$ cat config.mk
export PLATFORM = sky130hd
export DESIGN_NAME = bit_unstuffer_flat
export DESIGN_NICKNAME = d
export VERILOG_FILES = /design/src/rtl/usb_rx_pkg.sv /design/src/rtl/bit_unstuffer_if.sv /design/src/rtl/rx_bit_buffer.sv /design/src/rtl/bit_unstuffer.sv /design/src/flat_wrapper.sv
export SDC_FILE = /design/constraint.sdc
export NUM_CORES = 1
export LEC_CHECK = 0
export ABC_CLOCK_PERIOD_IN_PS = 3480
export CAP_MARGIN = 40
export CORE_ASPECT_RATIO = 1.4
export CORE_MARGIN = 1
export CORE_UTILIZATION = 50
export CTS_BUF_LIST = sky130_fd_sc_hd__clkbuf_2
export CTS_CLUSTER_SIZE = 24
export DETAILED_ROUTE_END_ITERATION = 12
export GPL_TIMING_DRIVEN = 0
export PLACE_DENSITY = 0.66
export SLEW_MARGIN = 20
export SYNTH_ARGS = -nofsm -noshare
export SYNTH_HDL_FRONTEND = slang
export SYNTH_SLANG_ARGS = --single-unit
$ cat constraint.sdc
create_clock -name clk -period 3.48 [get_ports clk]
set_input_delay 0.696 -clock clk [delete_from_list [all_inputs] [get_ports clk]]
set_output_delay 0.696 -clock clk [all_outputs]
set_load 0.02 [all_outputs]
$ cat src/rtl/usb_rx_pkg.sv
// Shared types and constants for the USB receive path.
// SYNC is listed in wire order; its final bit is bit 0.
package usb_rx_pkg;

   typedef enum logic [2:0] {
      ST_IDLE  = 3'd0,
      ST_RECV  = 3'd1,
      ST_SEND  = 3'd2,
      ST_DONE  = 3'd3,
      ST_ERROR = 3'd4
   } state_e;

   localparam logic [7:0] SYNC_PATTERN = 8'b0000_0001;
   localparam int MAX_PKT_BITS = 88;
   localparam int STUFF_LIMIT  = 6;

   // Run of 1s that SYNC leaves pending for the stuffing counter.
   function automatic int sync_tail_ones();
      int n;
      n = 0;
      for (int i = 0; i < 8; i++)
         if (SYNC_PATTERN[i] && n == i)
            n++;
      return n;
   endfunction

endpackage

$ cat src/rtl/bit_unstuffer_if.sv
// Receive bus between NRZI decoder, bit_unstuffer,
// bs_decoder and protocolFSM.
interface bit_unstuffer_if;

   logic rx_start;
   logic rx_valid;
   logic rx_bit;
   logic rx_eop;
   logic err_ack;
   logic start_decode;
   logic s_out;
   logic end_decode;
   logic rx_busy;
   logic rx_error;
   logic err_type;

   modport master (
      output rx_start, rx_valid, rx_bit, rx_eop, err_ack,
      input  start_decode, s_out, end_decode,
      input  rx_busy, rx_error, err_type
   );

   modport slave (
      input  rx_start, rx_valid, rx_bit, rx_eop, err_ack,
      output start_decode, s_out, end_decode,
      output rx_busy, rx_error, err_type
   );

endinterface

$ cat src/rtl/rx_bit_buffer.sv
// Packet bit store: one flop per bit, single write port,
// single combinational read port.
module rx_bit_buffer #(
   parameter int MAX_BITS = 88,
   parameter int PW       = $clog2(MAX_BITS + 1)
) (
   input  logic          clk,
   input  logic          rst_n,
   input  logic          we,
   input  logic [PW-1:0] wr_ptr,
   input  logic          din,
   input  logic [PW-1:0] rd_ptr,
   output logic          dout
);

   localparam logic [PW-1:0] PTR_MAX = PW'(MAX_BITS);

   logic [MAX_BITS-1:0] mem_q;

   always_ff @(posedge clk or negedge rst_n) begin
      if (!rst_n)
         mem_q <= '0;
      else if (we && wr_ptr < PTR_MAX)
         mem_q[wr_ptr] <= din;
   end

   assign dout = (rd_ptr < PTR_MAX) ? mem_q[rd_ptr] : 1'b0;

endmodule

$ cat src/rtl/bit_unstuffer.sv
// USB receive bit unstuffer: strips stuffed 0s, buffers the
// packet, then replays it as a gap-free burst after EOP.
module bit_unstuffer #(
   parameter int MAX_BITS    = usb_rx_pkg::MAX_PKT_BITS,
   parameter int STUFF_LIMIT = usb_rx_pkg::STUFF_LIMIT
) (
   input logic            clk,
   input logic            rst_n,
   bit_unstuffer_if.slave bus
);

   import usb_rx_pkg::*;

   localparam int PW = $clog2(MAX_BITS + 1);
   localparam int OW = $clog2(STUFF_LIMIT + 1);
   localparam logic [PW-1:0] PTR_MAX   = PW'(MAX_BITS);
   localparam logic [OW-1:0] ONES_MAX  = OW'(STUFF_LIMIT);
   localparam logic [OW-1:0] ONES_SYNC = OW'(sync_tail_ones());

   state_e        state_q, state_d;
   logic [PW-1:0] wr_ptr_q, rd_ptr_q;
   logic [OW-1:0] ones_q;
   logic          err_type_q;

   logic bit_in, at_limit, stuff_drop, stuff_err;
   logic overflow, push, last_bit, restart, buf_dout;

   always_comb begin
      restart    = bus.rx_start &&
                   (state_q == ST_IDLE || state_q == ST_RECV);
      bit_in     = state_q == ST_RECV && bus.rx_valid &&
                   !bus.rx_start && !bus.rx_eop;
      at_limit   = ones_q == ONES_MAX;
      stuff_drop = bit_in && at_limit && !bus.rx_bit;
      stuff_err  = bit_in && at_limit && bus.rx_bit;
      overflow   = bit_in && !at_limit && wr_ptr_q == PTR_MAX;
      push       = bit_in && !at_limit && wr_ptr_q != PTR_MAX;
      last_bit   = rd_ptr_q == wr_ptr_q - 1'b1;
   end

   always_ff @(posedge clk or negedge rst_n) begin
      if (!rst_n)
         state_q <= ST_IDLE;
      else
         state_q <= state_d;
   end

   always_comb begin
      state_d = state_q;
      unique case (state_q)
         ST_IDLE:
            if (bus.rx_start) state_d = ST_RECV;
         ST_RECV:
            if (bus.rx_start)
               state_d = ST_RECV;
            else if (bus.rx_eop)
               state_d = (wr_ptr_q == '0) ? ST_IDLE : ST_SEND;
            else if (stuff_err || overflow)
               state_d = ST_ERROR;
         ST_SEND:
            if (last_bit) state_d = ST_DONE;
         ST_DONE:
            state_d = ST_IDLE;
         ST_ERROR:
            if (bus.err_ack) state_d = ST_IDLE;
         default:
            state_d = ST_IDLE;
      endcase
   end

   always_ff @(posedge clk or negedge rst_n) begin
      if (!rst_n) begin
         wr_ptr_q   <= '0;
         rd_ptr_q   <= '0;
         ones_q     <= '0;
         err_type_q <= 1'b0;
      end else begin
         if (restart) begin
            wr_ptr_q <= '0;
            ones_q   <= ONES_SYNC;
         end else if (push) begin
            wr_ptr_q <= wr_ptr_q + 1'b1;
            ones_q   <= bus.rx_bit ? ones_q + 1'b1 : '0;
         end else if (stuff_drop) begin
            ones_q   <= '0;
         end
         if (stuff_err) err_type_q <= 1'b0;
         if (overflow)  err_type_q <= 1'b1;
         // rd_ptr parks at 0 so the first SEND cycle replays bit 0
         if (state_q == ST_SEND)
            rd_ptr_q <= rd_ptr_q + 1'b1;
         else
            rd_ptr_q <= '0;
      end
   end

   rx_bit_buffer #(
      .MAX_BITS (MAX_BITS),
      .PW       (PW)
   ) u_buf (
      .clk    (clk),
      .rst_n  (rst_n),
      .we     (push),
      .wr_ptr (wr_ptr_q),
      .din    (bus.rx_bit),
      .rd_ptr (rd_ptr_q),
      .dout   (buf_dout)
   );

   always_comb begin
      bus.start_decode = 1'b0;
      bus.s_out        = 1'b0;
      bus.end_decode   = 1'b0;
      bus.rx_busy      = 1'b0;
      bus.rx_error     = 1'b0;
      bus.err_type     = 1'b0;
      unique case (1'b1)
         state_q == ST_RECV:
            bus.rx_busy = 1'b1;
         state_q == ST_SEND: begin
            bus.rx_busy      = 1'b1;
            bus.s_out        = buf_dout;
            bus.start_decode = rd_ptr_q == '0;
         end
         state_q == ST_DONE:
            bus.end_decode = 1'b1;
         state_q == ST_ERROR: begin
            bus.rx_busy  = 1'b1;
            bus.rx_error = 1'b1;
            bus.err_type = err_type_q;
         end
         default: ;
      endcase
   end

endmodule

$ cat src/flat_wrapper.sv
// flat-port wrapper written by rule: the top's interface ports become plain ports
module bit_unstuffer_flat import usb_rx_pkg::*;
#(
   parameter int MAX_BITS    = usb_rx_pkg::MAX_PKT_BITS,
   parameter int STUFF_LIMIT = usb_rx_pkg::STUFF_LIMIT
)
  (clk, rst_n, bus_rx_start, bus_rx_valid, bus_rx_bit, bus_rx_eop, bus_err_ack, bus_start_decode, bus_s_out, bus_end_decode, bus_rx_busy, bus_rx_error, bus_err_type);
  bit_unstuffer_if bus_i ();
  input logic clk;
  input logic rst_n;
  input wire logic [$bits(bus_i.rx_start)-1:0] bus_rx_start;
  input wire logic [$bits(bus_i.rx_valid)-1:0] bus_rx_valid;
  input wire logic [$bits(bus_i.rx_bit)-1:0] bus_rx_bit;
  input wire logic [$bits(bus_i.rx_eop)-1:0] bus_rx_eop;
  input wire logic [$bits(bus_i.err_ack)-1:0] bus_err_ack;
  output wire logic [$bits(bus_i.start_decode)-1:0] bus_start_decode;
  output wire logic [$bits(bus_i.s_out)-1:0] bus_s_out;
  output wire logic [$bits(bus_i.end_decode)-1:0] bus_end_decode;
  output wire logic [$bits(bus_i.rx_busy)-1:0] bus_rx_busy;
  output wire logic [$bits(bus_i.rx_error)-1:0] bus_rx_error;
  output wire logic [$bits(bus_i.err_type)-1:0] bus_err_type;
  assign bus_i.rx_start = bus_rx_start;
  assign bus_i.rx_valid = bus_rx_valid;
  assign bus_i.rx_bit = bus_rx_bit;
  assign bus_i.rx_eop = bus_rx_eop;
  assign bus_i.err_ack = bus_err_ack;
  assign bus_start_decode = bus_i.start_decode;
  assign bus_s_out = bus_i.s_out;
  assign bus_end_decode = bus_i.end_decode;
  assign bus_rx_busy = bus_i.rx_busy;
  assign bus_rx_error = bus_i.rx_error;
  assign bus_err_type = bus_i.err_type;
  bit_unstuffer #(.MAX_BITS(MAX_BITS), .STUFF_LIMIT(STUFF_LIMIT)) u_core (.clk(clk), .rst_n(rst_n), .bus(bus_i));
endmodule
==> summary.txt <==
Outcome
  – Run status: completed

STA
  – Fin. Hold Viols: 0
  – Sum of negative setup slack: 0 ns
  – Smallest setup slack after layout: 0.0741 ns
  – Max Clock Freq: 294 MHz
  – Minimum period implied by the final worst setup slack: 3.41 ns
  – Final worst path period share: 97.9%
  – Clock skew after layout: 0.0261 ns
  – Post-Route Hold Slack: 0.497 ns
  – Final slew viol count: 0
  – Slew HR: 43.0%
  – Transition time of the tightest slew-check pin: 0.854 ns
  – Total setup violations reported at the end of the flow: 0

Setup path
  – Crit Path Category: flip-flop to primary output
  – Number of cells traversed by the worst register-to-register path: 9
  – Data arrival time of the critical path: 2.71 ns
  – Terminus of the critical flop-to-flop path: u_core.u_buf.mem_q[80]
  – Worst setup SP type: flip-flop
  – Data required time at the worst endpoint: 2.78 ns
  – Maximum fanout count along the critical path: 10
  – Buffering stage count on the worst path with inverters included: 2
  – Slowest cell on crit path: dfrtp_1
  – Slowest Stage Delay on Critical Path: 0.42 ns
  – Kind of cell adding the most delay to the critical path: simple AND/OR/NAND/NOR gates
  – FF-to-FF Start: u_core.wr_ptr_q[0]
  – Critical Path End Type: primary output
  – Setup slack on the worst flop-to-flop path: 0.83 ns
  – Worst-path cell chain: buf_4, nor2_1, nand2_2, or3_1, nor4_2, dlygate4sd2_1

Synth
  – Nets in the synthesized netlist: 589
  – Unique cell type count in the Yosys netlist: 47
  – Post-synthesis share of cell area spent on full adders, half adders and majority gates: 1.44%
  – Simple-Gate Fraction of Synth Area: 17.5%
  – Instance count of the mapped netlist: 575
  – Post-synthesis compound-gate area fraction: 3.70%
  – Most used flip-flop cell after synthesis: dfrtp_1
  – Seq/Total Area, Yosys: 44.8%
  – Syn Area/Cell: 10.6 um2
  – Fraction of synthesized cell area in xor and xnor cells: 3.59%
  – Ys async rst share: 100%
  – Number of enable flip-flop cells after synthesis: 0
  – Main combinational cell family by area after synthesis: multiplexers
  – Yosys warning count: 0
  – Synthesized cell area: 0.00609 mm2
  – Share of synthesized area spent on multiplexers: 25.3%
  – Synthesized flop and latch total: 109

Clocking
  – Worst-path clk slew: 0.27 ns
  – Clock root buffer: clkbuf_2
  – Clk_lat worst skew: 0.62 ns
  – Number of buffers created by CTS: 9
  – Clock Sinks: 109
  – Maximum clock path buffer count: 2
  – Clock H-tree levels: 3
  – TritonCTS clock tree: done

Layout
  – Area of all placed cells without fillers: 0.00661 mm2
  – Final cell count without fillers: 752
  – Layout area overhead: 8.44%
  – FF/Latch Area: 0.00273 mm2
  – Commonest non-fill, non-tap cells in the layout: dfrtp_1, mux2_2, nor2_1, nand2_1
  – Footprint of the multi-input gates: 0.00317 mm2
  – Share of layout cells above drive strength 1: 25.0%
  – Most frequent standard cell in the layout excluding fill and tap cells: dfrtp_1
  – Filler instances: 1,037
  – Nets: 613
  – Post-layout utilization of the core: 55.9%

Place
  – Detailed-placement wirelength estimate: 11.3 mm
  – Weighted congestion at the end of routability-driven global placement: 0.948
  – Pre-CTS setup slack: -0.334 ns
  – Input/output buffers: 12
  – Instance area after placement: 0.00642 mm2
  – Cells after DPL: 735

Pwr
  – Total power per unit cell area: 340 mW/mm2
  – Switching part of the total power: 28.6%
  – P_sw: 0.643 mW
  – Part of the total power dissipated in sequential elements: 58.4%
  – Leakage power summed over all cells: 2.88 nW
  – Total power after layout: 2.25 mW
  – Max rail drop VDD: 0.000207 V
  – Logic pwr share: 15.7%
  – Power share of the clock group: 25.9%
  – P_int: 1.60 mW

Route
  – Average wire per standard cell: 21.1 um
  – Post-detailed-route count of antenna-violating nets: 0
  – Residual DRC count: 0
  – Iteration-0 DRC Markers: 274
  – Number of detailed-route iterations in the first pass: 5
  – Via-to-Cell Ratio: 5.93
  – Vias: 4,459
  – Total length of routed wires: 15.9 mm

Floorplan
  – Area of the die: 0.0126 mm2
  – Starting Density: 51.5%
  – Die Span X: 95.3 um
  – Std cell rows: 47
  – Placeable Area: 0.0118 mm2
  – I/O pin cnt: 13
  – Vertical die dimension: 133 um

Global route
  – Wire length of the first global-routing pass: 25.7 mm
  – Antenna violations before repair: 1
  – Global-route total usage across every layer: 27.7%
  – Remaining Overflow, GRT: 0
  – Largest net degree at the start of global routing: 74
  – Number of global-route vias before repair: 4,687

Job
  – Max-capacitance violation count: 0

Hold path
  – Min-delay worst type: input pin to async pin
-- cells by family after synthesis --
family	count (synthesis)
buf+inv	52
mux	125
flops	109
compound gates	34
xor+xnor	25
fa+ha+maj	7
simple gates	223
-- sequential cells by signal (all words and copies together) (netlist names) --
signal / count
u_core.err_type_q: 1
u_core.state_q: 3
u_core.ones_q: 3
u_core.rd_ptr_q: 7
u_core.wr_ptr_q: 7
u_core.u_buf.mem_q: 88
-- layer usage --
layer	GRT usage (%)	vias to the layer above	share of wire, %
li1	-	2039	-
met1	33.3	2226	38
met2	46.2	140	51
met3	3.68	54	4.2
met4	16.5	0	5.9
met5	0	-	0
-- worst max-delay path by stage --
stage / start / to / cells past startpoint / slack, ns
finish: u_core.state_q[2] / bus_start_decode / 6 / 0.07
global route: u_core.state_q[2] / bus_start_decode / 6 / -0.01
CTS: u_core.rd_ptr_q[2] / bus_s_out / 7 / -0.06
detailed placement: u_core.rd_ptr_q[2] / bus_s_out / 8 / -0.33
global placement: rst_n / u_core.u_buf.mem_q[15] / 1 / -2.40
floorplan: u_core.state_q[1] / bus_start_decode / 4 / 0.87
-- Yosys cell counts (all sizes together), types with 2 or more instances --
library cell / n / share of area [%]
mux2i: 22 / 3.6
inv: 7 / 0.43
dfrtp: 109 / 45
mux2: 89 / 17
mux4: 14 / 5.2
xor2: 10 / 1.4
nor2: 82 / 5.1
xnor2: 15 / 2.2
or3: 4 / 0.41
ha: 7 / 1.4
and2: 3 / 0.31
nor4: 8 / 1.1
nor3: 13 / 1.2
a31oi: 2 / 0.21
o21ai: 5 / 0.41
buf: 22 / 1.8
nor3b: 3 / 0.37
a21oi: 9 / 0.74
nand2: 59 / 3.6
nand4: 8 / 0.92
nor2b: 10 / 1.0
a22oi: 8 / 0.99
and4: 2 / 0.29
and3: 3 / 0.31
nand3: 15 / 1.2
clkbuf: 23 / 1.4
nand2b: 10 / 1.0
-- worst register-to-register path: cells and delay by family (launching register included) --
kind          cells  cell delay, ns
simple gates      4            1.07
buf+inv           3            0.63
flops             1            0.44
mux               1            0.28
fa+ha+maj         1            0.17
-- power groups by stage --
stage	Clock (mW)	Combinational, mW	Sequential (mW)
finish	0.582	0.352	1.31
global route	0.647	0.383	1.32
CTS	0.594	0.354	1.31
detailed placement	0	0.352	1.33
global placement	0	0.341	1.33
floorplan	0	0.227	1.33
-- area by class of cell --
| class | instances | area share [%] |
|---|---|---|
| Multi-Input combinational cell | 414 | 47.9 |
| Sequential cell | 109 | 41.3 |
| Buffer | 42 | 3.35 |
| Tap cell | 147 | 2.78 |
| Timing Repair Buffer | 16 | 2.54 |
| Clock buffer | 11 | 0.833 |
| Clock inverter | 5 | 0.777 |
| Inverter | 7 | 0.398 |
| Antenna cell | 1 | 0.0379 |
-- timing repair --
action                                 in CTS  in global routing
setup endpoints to repair                   2                  2
pin swaps                                   0                  0
endpoints found under the hold margin      36                  0
gates resized for setup                    21                  4
hold buffers                                1                  0
setup buffers                               1                  1
No activity file was read; power rests on OpenSTA's default activity.
